[src/rtl/morse_symbol_timer.sv]
// -----------------------------------------------------------------------------
// morse_symbol_timer
//
// Upstream stage of the 4x2-bit symbol loader. Times key-down and key-up
// intervals of a Morse key against a tick timebase, classifies each press and
// emits one 2-bit symbol per sym_load pulse. Every letter is padded to exactly
// four symbols so the downstream loader always sees four loads per letter.
//
// Symbol codes: 2'b01 dot, 2'b10 dash, 2'b11 overlong press, 2'b00 pad.
//
// Ports:
//   clk        in   1  system clock, rising edge
//   rst        in   1  asynchronous reset, active-low
//   enable     in   1  block enable; low aborts the letter and holds in IDLE
//   key        in   1  debounced Morse key, asynchronous to clk, 1 = pressed
//   tick       in   1  one-cycle timebase strobe, one dot unit per tick
//   sym_out    out  2  symbol code, valid with sym_load, holds otherwise
//   sym_load   out  1  one-cycle strobe per emitted symbol
//   letter_end out  1  strobe coincident with the 4th sym_load of a letter
//   busy       out  1  high whenever the FSM is not in IDLE
// -----------------------------------------------------------------------------
module morse_symbol_timer #(
    parameter int unsigned DASH_TICKS       = 3,
    parameter int unsigned LETTER_GAP_TICKS = 3,
    parameter int unsigned MAX_PRESS_TICKS  = 15,
    parameter int unsigned CNT_W            = 5
) (
    input  logic       clk,
    input  logic       rst,
    input  logic       enable,
    input  logic       key,
    input  logic       tick,
    output logic [1:0] sym_out,
    output logic       sym_load,
    output logic       letter_end,
    output logic       busy
);

    localparam logic [CNT_W-1:0] DASH_C = CNT_W'(DASH_TICKS);
    localparam logic [CNT_W-1:0] GAP_C  = CNT_W'(LETTER_GAP_TICKS);
    localparam logic [CNT_W-1:0] MAX_C  = CNT_W'(MAX_PRESS_TICKS);

    localparam logic [1:0] SYM_PAD  = 2'b00;
    localparam logic [1:0] SYM_DOT  = 2'b01;
    localparam logic [1:0] SYM_DASH = 2'b10;
    localparam logic [1:0] SYM_LONG = 2'b11;

    typedef enum logic [1:0] {
        IDLE  = 2'd0,
        PRESS = 2'd1,
        GAP   = 2'd2,
        PAD   = 2'd3
    } state_t;

    state_t           state;
    logic             key_m;
    logic             key_s;
    logic             armed;
    logic [CNT_W-1:0] cnt;
    logic [1:0]       sym_cnt;

    logic [CNT_W-1:0] tick_ext;
    logic [CNT_W-1:0] press_next;
    logic [CNT_W-1:0] gap_next;
    logic [1:0]       press_code;

    // Two-flop synchronizer for the asynchronous key input.
    always_ff @(posedge clk or negedge rst) begin
        if (!rst) begin
            key_m <= 1'b0;
            key_s <= 1'b0;
        end else begin
            key_m <= key;
            key_s <= key_m;
        end
    end

    // Press count including a tick landing in the current cycle, so a release
    // that coincides with a tick still credits that tick.
    always_comb begin
        tick_ext   = {{(CNT_W-1){1'b0}}, tick};
        press_next = (cnt == MAX_C) ? MAX_C : cnt + tick_ext;
        gap_next   = cnt + tick_ext;
        if (press_next == MAX_C) begin
            press_code = SYM_LONG;
        end else if (press_next >= DASH_C) begin
            press_code = SYM_DASH;
        end else begin
            press_code = SYM_DOT;
        end
    end

    always_ff @(posedge clk or negedge rst) begin
        if (!rst) begin
            state      <= IDLE;
            cnt        <= '0;
            sym_cnt    <= '0;
            armed      <= 1'b0;
            sym_out    <= '0;
            sym_load   <= 1'b0;
            letter_end <= 1'b0;
            busy       <= 1'b0;
        end else begin
            sym_load   <= 1'b0;
            letter_end <= 1'b0;

            if (!enable) begin
                // Discard any partial letter; sym_out keeps its last value.
                state   <= IDLE;
                cnt     <= '0;
                sym_cnt <= '0;
                armed   <= 1'b0;
                busy    <= 1'b0;
            end else begin
                // A key held through a disable must be released before it
                // can start a new press.
                if (!key_s) begin
                    armed <= 1'b1;
                end

                unique case (state)
                    IDLE: begin
                        if (key_s && armed) begin
                            state <= PRESS;
                            cnt   <= '0;
                            busy  <= 1'b1;
                        end
                    end

                    PRESS: begin
                        if (key_s) begin
                            cnt <= press_next;
                        end else if (press_next == '0) begin
                            // Release with no tick: glitch, no symbol.
                            cnt <= '0;
                            if (sym_cnt != 2'd0) begin
                                state <= GAP;
                                busy  <= 1'b1;
                            end else begin
                                state <= IDLE;
                                busy  <= 1'b0;
                            end
                        end else begin
                            sym_out  <= press_code;
                            sym_load <= 1'b1;
                            sym_cnt  <= sym_cnt + 2'd1;
                            cnt      <= '0;
                            if (sym_cnt == 2'd3) begin
                                letter_end <= 1'b1;
                                state      <= IDLE;
                                busy       <= 1'b0;
                            end else begin
                                state <= GAP;
                                busy  <= 1'b1;
                            end
                        end
                    end

                    GAP: begin
                        if (key_s) begin
                            state <= PRESS;
                            cnt   <= '0;
                        end else if (gap_next >= GAP_C) begin
                            state <= PAD;
                            cnt   <= '0;
                        end else begin
                            cnt <= gap_next;
                        end
                    end

                    PAD: begin
                        // Key is ignored here; at most three pad cycles.
                        sym_out  <= SYM_PAD;
                        sym_load <= 1'b1;
                        sym_cnt  <= sym_cnt + 2'd1;
                        if (sym_cnt == 2'd3) begin
                            letter_end <= 1'b1;
                            state      <= IDLE;
                            busy       <= 1'b0;
                        end
                    end

                    default: begin
                        state <= IDLE;
                        busy  <= 1'b0;
                    end
                endcase
            end
        end
    end

endmodule

[config.mk]
export PLATFORM = sky130hd
export DESIGN_NAME = morse_symbol_timer
export DESIGN_NICKNAME = d
export VERILOG_FILES = /design/src/rtl/morse_symbol_timer.sv
export SDC_FILE = /design/constraint.sdc
export NUM_CORES = 1
export LEC_CHECK = 0
export BUFFER_PORTS_ARGS = -buffer_cell sky130_fd_sc_hd__buf_2
export CORE_MARGIN = 2
export CORE_UTILIZATION = 39
export CTS_BUF_LIST = sky130_fd_sc_hd__clkbuf_16
export DETAILED_ROUTE_END_ITERATION = 10
export GPL_ROUTABILITY_DRIVEN = 0
export GPL_TIMING_DRIVEN = 0
export PLACE_DENSITY = 0.57
export SLEW_MARGIN = 0
export SYNTH_ARGS = -nofsm -noshare
export SYNTH_HDL_FRONTEND = slang
export SYNTH_SLANG_ARGS = --single-unit
[constraint.sdc]
create_clock -name clk -period 4.1 [get_ports clk]
set_clock_uncertainty 0.2 [all_clocks]
set_input_delay 0 -clock clk [delete_from_list [all_inputs] [get_ports clk]]
set_output_delay 0 -clock clk [all_outputs]
set_load 0.02 [all_outputs]
==> results of run 1 <==
[area by class of cell]
type	instances	area, sq um	area share (%)
plain buffers	6	36.3	2.66
clock buffers	3	75.1	5.50
clock inverters	1	5.00	0.367
inverters	9	33.8	2.48
multi-input cells	94	674	49.4
flip-flops and latches	17	425	31.2
well taps	31	38.8	2.84
repair buffers	12	75.1	5.50
[worst paths after layout]
path / start / endpoint / slack, ns / depth (start not counted)
worst min register to register: key_m / key_s / 0.15 / 0
worst max register to register: cnt[0] / busy / 1.59 / 6
max in group asynchronous: rst / letter_end / 3.40 / 2
min in group clk: key_m / key_s / 0.15 / 0
worst max-delay path: cnt[0] / busy / 1.59 / 6
worst min-delay path: rst / state[1] / 0.01 / 2
[stage by stage]
stage               area (sq um)  total power, mW  hold WS [ns]  cells
CTS                         1360            0.655        0.0286    173
global route                1360            0.691        0.0512    173
detailed placement          1250            0.452        -0.243    166
global placement            1250            0.446        -0.247    166
finish                      1360            0.649        0.0132    173
floorplan                   1170            0.391        -0.496    126
[flip-flops by register name (all words and copies together), names as in the netlist, 2 cells and up]
signal   flops
sym_cnt      2
cnt          5
sym_out      2
state        2
[kinds of logic (layout without fill, tap and decap cells)]
kind of cell / count (synthesis) / after routing / synth area share, %
compound gates: 43 / 43 / 28.3
buf+inv: 15 / 31 / 5.99
flops: 17 / 17 / 36.4
fa+ha+maj: 8 / 8 / 8.56
mux: 3 / 3 / 2.57
simple gates: 39 / 39 / 17.4
xor+xnor: 1 / 1 / 0.749
[metal layers]
metal	track usage [%]	share of wire, %	wire length [um]
met4	4.55	1.2	31
met3	4.62	3.1	79
met5	0	0	0
met1	22.1	49	1240
met2	27.0	47	1190
[synth_stat cells (2+ instances only)]
| cell type | number | area share (%) |
|---|---|---|
| ha_1 | 8 | 8.6 |
| mux2i_1 | 3 | 2.6 |
| nor3_1 | 3 | 1.3 |
| nor2_1 | 6 | 1.9 |
| o21ai_0 | 5 | 2.1 |
| inv_1 | 8 | 2.6 |
| a31o_2 | 2 | 1.5 |
| a21oi_1 | 6 | 2.6 |
| o21bai_1 | 2 | 1.3 |
| clkbuf_1 | 2 | 0.64 |
| and3_1 | 2 | 1.1 |
| o21ai_1 | 6 | 2.6 |
| nor4_2 | 2 | 2.1 |
| nand2b_1 | 2 | 1.1 |
| a31oi_1 | 3 | 1.6 |
| nand2_1 | 15 | 4.8 |
| nand3_1 | 2 | 0.86 |
| o31ai_1 | 2 | 1.3 |
| a32o_1 | 3 | 2.6 |
| and2_1 | 2 | 1.1 |
| dfrtp_1 | 17 | 36 |
| nor3b_1 | 4 | 2.6 |
[timing repair]
| item | 4_1_cts | 5_1_grt |
|---|---|---|
| hold endpoints to repair | 20 | 0 |
| hold buffers | 3 | 0 |
| buffers inserted | 0 | 0 |
[report_power, final]
part	internal (mW)	leakage [nW]	switching [mW]	total, mW
clock	0.131	0.0409	0.0667	0.197
combinational	0.0954	0.332	0.146	0.242
sequential	0.192	0.221	0.0178	0.210
total	0.418	0.594	0.231	0.649
==> impl_metrics.tcl, run 1 <==
set metrics [dict create \
    status "completed" \
    syn_inst 126 \
    die_w_um 58.8 \
    grt_util_all_layers_pct 16.7 \
    io_buffers 9 \
    diodes 0 \
    die_h_um 58.8 \
    period_share_pct 61.1 \
    finalCriticalPeriod_ns 2.51 \
    hp-class "input pin to asynchronous set/reset pin" \
    cp-end-kind "register" \
    critPathTopFamily "compound AO/OA/AOI/OAI gates" \
    synth_edf_count 0 \
    antenna_found_initial 0 \
    netlist_area_sq_um 1170 \
    h-tree-depth 1 \
    cpMaxStageDelayCell "nor4_2" \
    drive_gt1_share_pct 16.9 \
    cpPeakStageDelay_ns 0.56 \
    finalSetupTns_ns 0 \
    syn_area_per_cell_sq_um 9.28 \
    grt_max_degree 18 \
    ctsLongestPathBuffers 2 \
    firstDrtPassIters 4 \
    finalSetupViolations 0 \
    worst_slack_ns 1.59 \
    synth-seq-cells 17 \
    criticalPathCategory "register to register" \
    avgViaCountPerCell 5.65 \
    clock_tree.root_cell "clkbuf_16" \
    async_flop_share_pct 100 \
    ys_warn_count 0 \
    final_common_cell "dfrtp_1" \
    worst_slew_pin_slew_ns 0.640 \
    peakVddDrop_mv 0.248 \
    clkTransAtPathRegs_ns 0.05 \
    grt_pass1_wl_mm 4.34 \
    ys_types 43 \
    slew_violations 0 \
    final_hold_viol_count 0 \
    coreArea_sq_um 2810 \
    slew_headroom_pct 57.3 \
    power.leakage_nw 0.594 \
    drc 0 \
    drtAntennaViolNets 0 \
    max_freq_mhz 399 \
    clk_latency_ns 0.25 \
    nFillCells 276 \
    cts_tree "yes" \
    final_cell_mix "dfrtp_1 (17), nand2_1 (15), buf_2 (10)" \
    place_ws_ns 1.59 \
    grt_pass1_vias 937 \
    critPathRequiredTime_ns 4.03 \
    syn_to_final_growth_pct 16.6 \
    nets 156 \
    worst-path-buf-inv 0 \
    cts_made_buffers 3 \
    totalWireLength_mm 2.54 \
    utilization_pct 48.6 \
    cpMostUsedCell "ha_1" \
    clock_sinks 17 \
    io_pins 10 \
    drtIter0Drc 37 \
    grt_setup_unrepaired "no" \
    vias 977 \
    wl_per_cell_um 14.7 \
    start_util_pct 41.7 \
    synth_seq_area_share_pct 36.4 \
    worstPathArrival_ns 2.44 \
    maxCapViolCount 0 \
    powerDensity_nw_per_um2 476 \
    ctsResizeCount 0 \
    cp-start-kind "register" \
    dieArea_sq_um 3450 \
    hpwl_mm 1.92 \
    grt_overflow_total 0 \
    worstPathMaxFanout 5 \
    rows 19 \
    path_cells "ha_1, ha_1, nor4_2, a2111o_1, o21ai_1, o311a_1" \
    synth_ff_type "dfrtp_1" \
    syn_nets 139 \
]
Note: power is estimated with default switching activity, not from simulation.
==> run 2: changes to the inputs <==
--- a/config.mk
+++ b/config.mk
@@ -12,7 +12,7 @@
 export DETAILED_ROUTE_END_ITERATION = 10
 export GPL_ROUTABILITY_DRIVEN = 0
 export GPL_TIMING_DRIVEN = 0
-export PLACE_DENSITY = 0.57
+export PLACE_DENSITY = 0.59
 export SLEW_MARGIN = 0
 export SYNTH_ARGS = -nofsm -noshare
 export SYNTH_HDL_FRONTEND = slang
==> constraint.sdc (replaced) <==
create_clock -name clk -period 2.3 [get_ports clk]
set_clock_uncertainty 0.2 [all_clocks]
set_input_delay 0 -clock clk [delete_from_list [all_inputs] [get_ports clk]]
set_output_delay 0 -clock clk [all_outputs]
set_load 0.02 [all_outputs]
==> run 2 against run 1 <==
Against the previous run: the run now ends with DRC left; non-clock buffer count increased by 4; hold slack got worse by 0.0064 ns; clock power up 81%; largest cell class unchanged.
==> impl_metrics.tcl, run 2 (synthesis results as in run 1) <==
set metrics [dict create \
    cts_tree "yes" \
    grt_util_all_layers_pct 17.3 \
    slew_headroom_pct 65.2 \
    worst_slack_ns 0.0124 \
    drc 1 \
    diodes 0 \
    post_dp_cell_area_sq_um 1250 \
    worst_slew_pin_slew_ns 0.518 \
    maxCapViolCount 0 \
    powerDensity_nw_per_um2 845 \
    criticalPathCategory "register to register" \
    ff2ff_setup_slack_ns 0.01 \
    final_common_cell "dfrtp_1" \
    clkTransAtPathRegs_ns 0.05 \
    antenna_found_initial 0 \
    ctsLongestPathBuffers 2 \
    worst-path-buf-inv 1 \
    start_util_pct 41.7 \
    power.leakage_nw 0.621 \
    failed_checks "DRC" \
    final_cell_mix "dfrtp_1 (16), nand2_1 (15), buf_2 (10)" \
    final_hold_viol_count 0 \
    largest-register "cnt" \
    hp-class "input pin to asynchronous set/reset pin" \
    hpwl_mm 1.85 \
    avgViaCountPerCell 5.85 \
    grt_pass1_vias 983 \
    worstReg2RegStart "state[0]" \
    cpPeakStageDelay_ns 0.48 \
    r2r_end "state[1]" \
    worstPathArrival_ns 2.27 \
    peakVddDrop_mv 0.607 \
    syn_to_final_growth_pct 25.1 \
    drtIter0Drc 37 \
    utilization_pct 52.2 \
    cpMaxStageDelayCell "or4_4" \
    finalSetupViolations 0 \
    vias 1036 \
    coreArea_sq_um 2810 \
    critPathTopFamily "compound AO/OA/AOI/OAI gates" \
    path_cells "inv_1, ha_2, a21boi_2, a221o_1, a22o_1, or4_4, o21ai_2" \
    place_ws_ns -0.180 \
    finalCriticalPeriod_ns 2.29 \
    grt_setup_unrepaired "yes" \
    max_freq_mhz 437 \
    io_buffers 9 \
    drive_gt1_share_pct 25.3 \
    cp-end-kind "register" \
    period_share_pct 99.5 \
    clk_latency_ns 0.25 \
    cp-start-kind "register" \
    die_h_um 58.8 \
    grt_pass1_wl_mm 4.57 \
    nets 160 \
    grt_max_degree 18 \
    grt_overflow_total 0 \
    drtAntennaViolNets 0 \
    cts_made_buffers 3 \
    rows 19 \
    largest_reg_flops 5 \
    wl_per_cell_um 15.3 \
    final_cell_area_sq_um 1460 \
    dieArea_sq_um 3450 \
    worstPathMaxFanout 5 \
    reg2regPathDepth 7 \
    status "complete, but fails checks" \
    die_w_um 58.8 \
    critPathRequiredTime_ns 2.28 \
    clock_sinks 17 \
    firstDrtPassIters 7 \
    clock_tree.root_cell "clkbuf_16" \
    h-tree-depth 1 \
    io_pins 10 \
    slew_violations 0 \
    totalWireLength_mm 2.71 \
]
[run 2: cell types whose count changed in the layout (fill, tap and decap cells not counted), moves of 2 or more]
cell    delta
ha_4       +2
ha_1       -3
nor4_4     +2
nor4_2     -2
buf_4      +4
[run 2: metrics by stage]
step           TNS, ns  instances  hold slack (ns)  power [mW]
6_report             0        177          0.00683        1.24
3_3_place_gp    -0.621        166           -0.251       0.790
2_1_floorplan        0        126           -0.496       0.697
5_1_grt         -0.159        177           0.0587        1.32
4_1_cts              0        175           0.0333        1.18
3_5_place_dp    -0.767        166           -0.243       0.797
[run 2: worst max path at each step]
stage	slack [ns]	endpoint	cells after the start	startpoint
finish	0.01	state[1]	7	state[0]
CTS	0.004	state[1]	7	cnt[0]
detailed placement	-0.18	busy	6	cnt[0]
floorplan	0.0008	busy	6	cnt[0]
global placement	-0.15	busy	6	cnt[0]
global route	-0.08	state[1]	7	state[0]
[run 2: worst register-to-register path: cells and delay by family (launching register included)]
| family | cells | cell delay (ns) |
|---|---|---|
| compound gates | 4 | 0.85 |
| simple gates | 1 | 0.48 |
| flops | 1 | 0.38 |
| fa+ha+maj | 1 | 0.22 |
| buf+inv | 1 | 0.08 |
[run 2: power breakdown]
| group | leakage (nW) | switching (mW) | total [mW] | internal, mW |
|---|---|---|---|---|
| clock network | 0.0423 | 0.125 | 0.356 | 0.231 |
| logic | 0.359 | 0.283 | 0.507 | 0.224 |
| registers | 0.220 | 0.0307 | 0.374 | 0.343 |
| total | 0.621 | 0.438 | 1.24 | 0.799 |
[run 2: area by class of cell]
class | instances | area (sq um)
Buffer | 6 | 40.0
Clock buffer | 3 | 75.1
Clock inverter | 1 | 3.75
Fill cell | 275 | 1340
Inverter | 9 | 33.8
Multi-Input combinational cell | 94 | 741
Sequential cell | 17 | 427
Tap cell | 31 | 38.8
Timing Repair Buffer | 16 | 105
[run 2: metal layers]
layer,track usage [%],part of all wire [%],vias up
li1,-,-,506
met1,23.9,47,500
met2,27.1,48,27
met3,3.52,4.1,3
met4,5.19,0.96,0
met5,0,0,-
[run 2: timing repair]
action	CTS	global route
endpoints found under the hold margin	20	0
endpoints found under the setup margin	9	9
hold buffers	3	0
buffers inserted	2	2
gates resized for setup	9	7
pin swaps	3	4
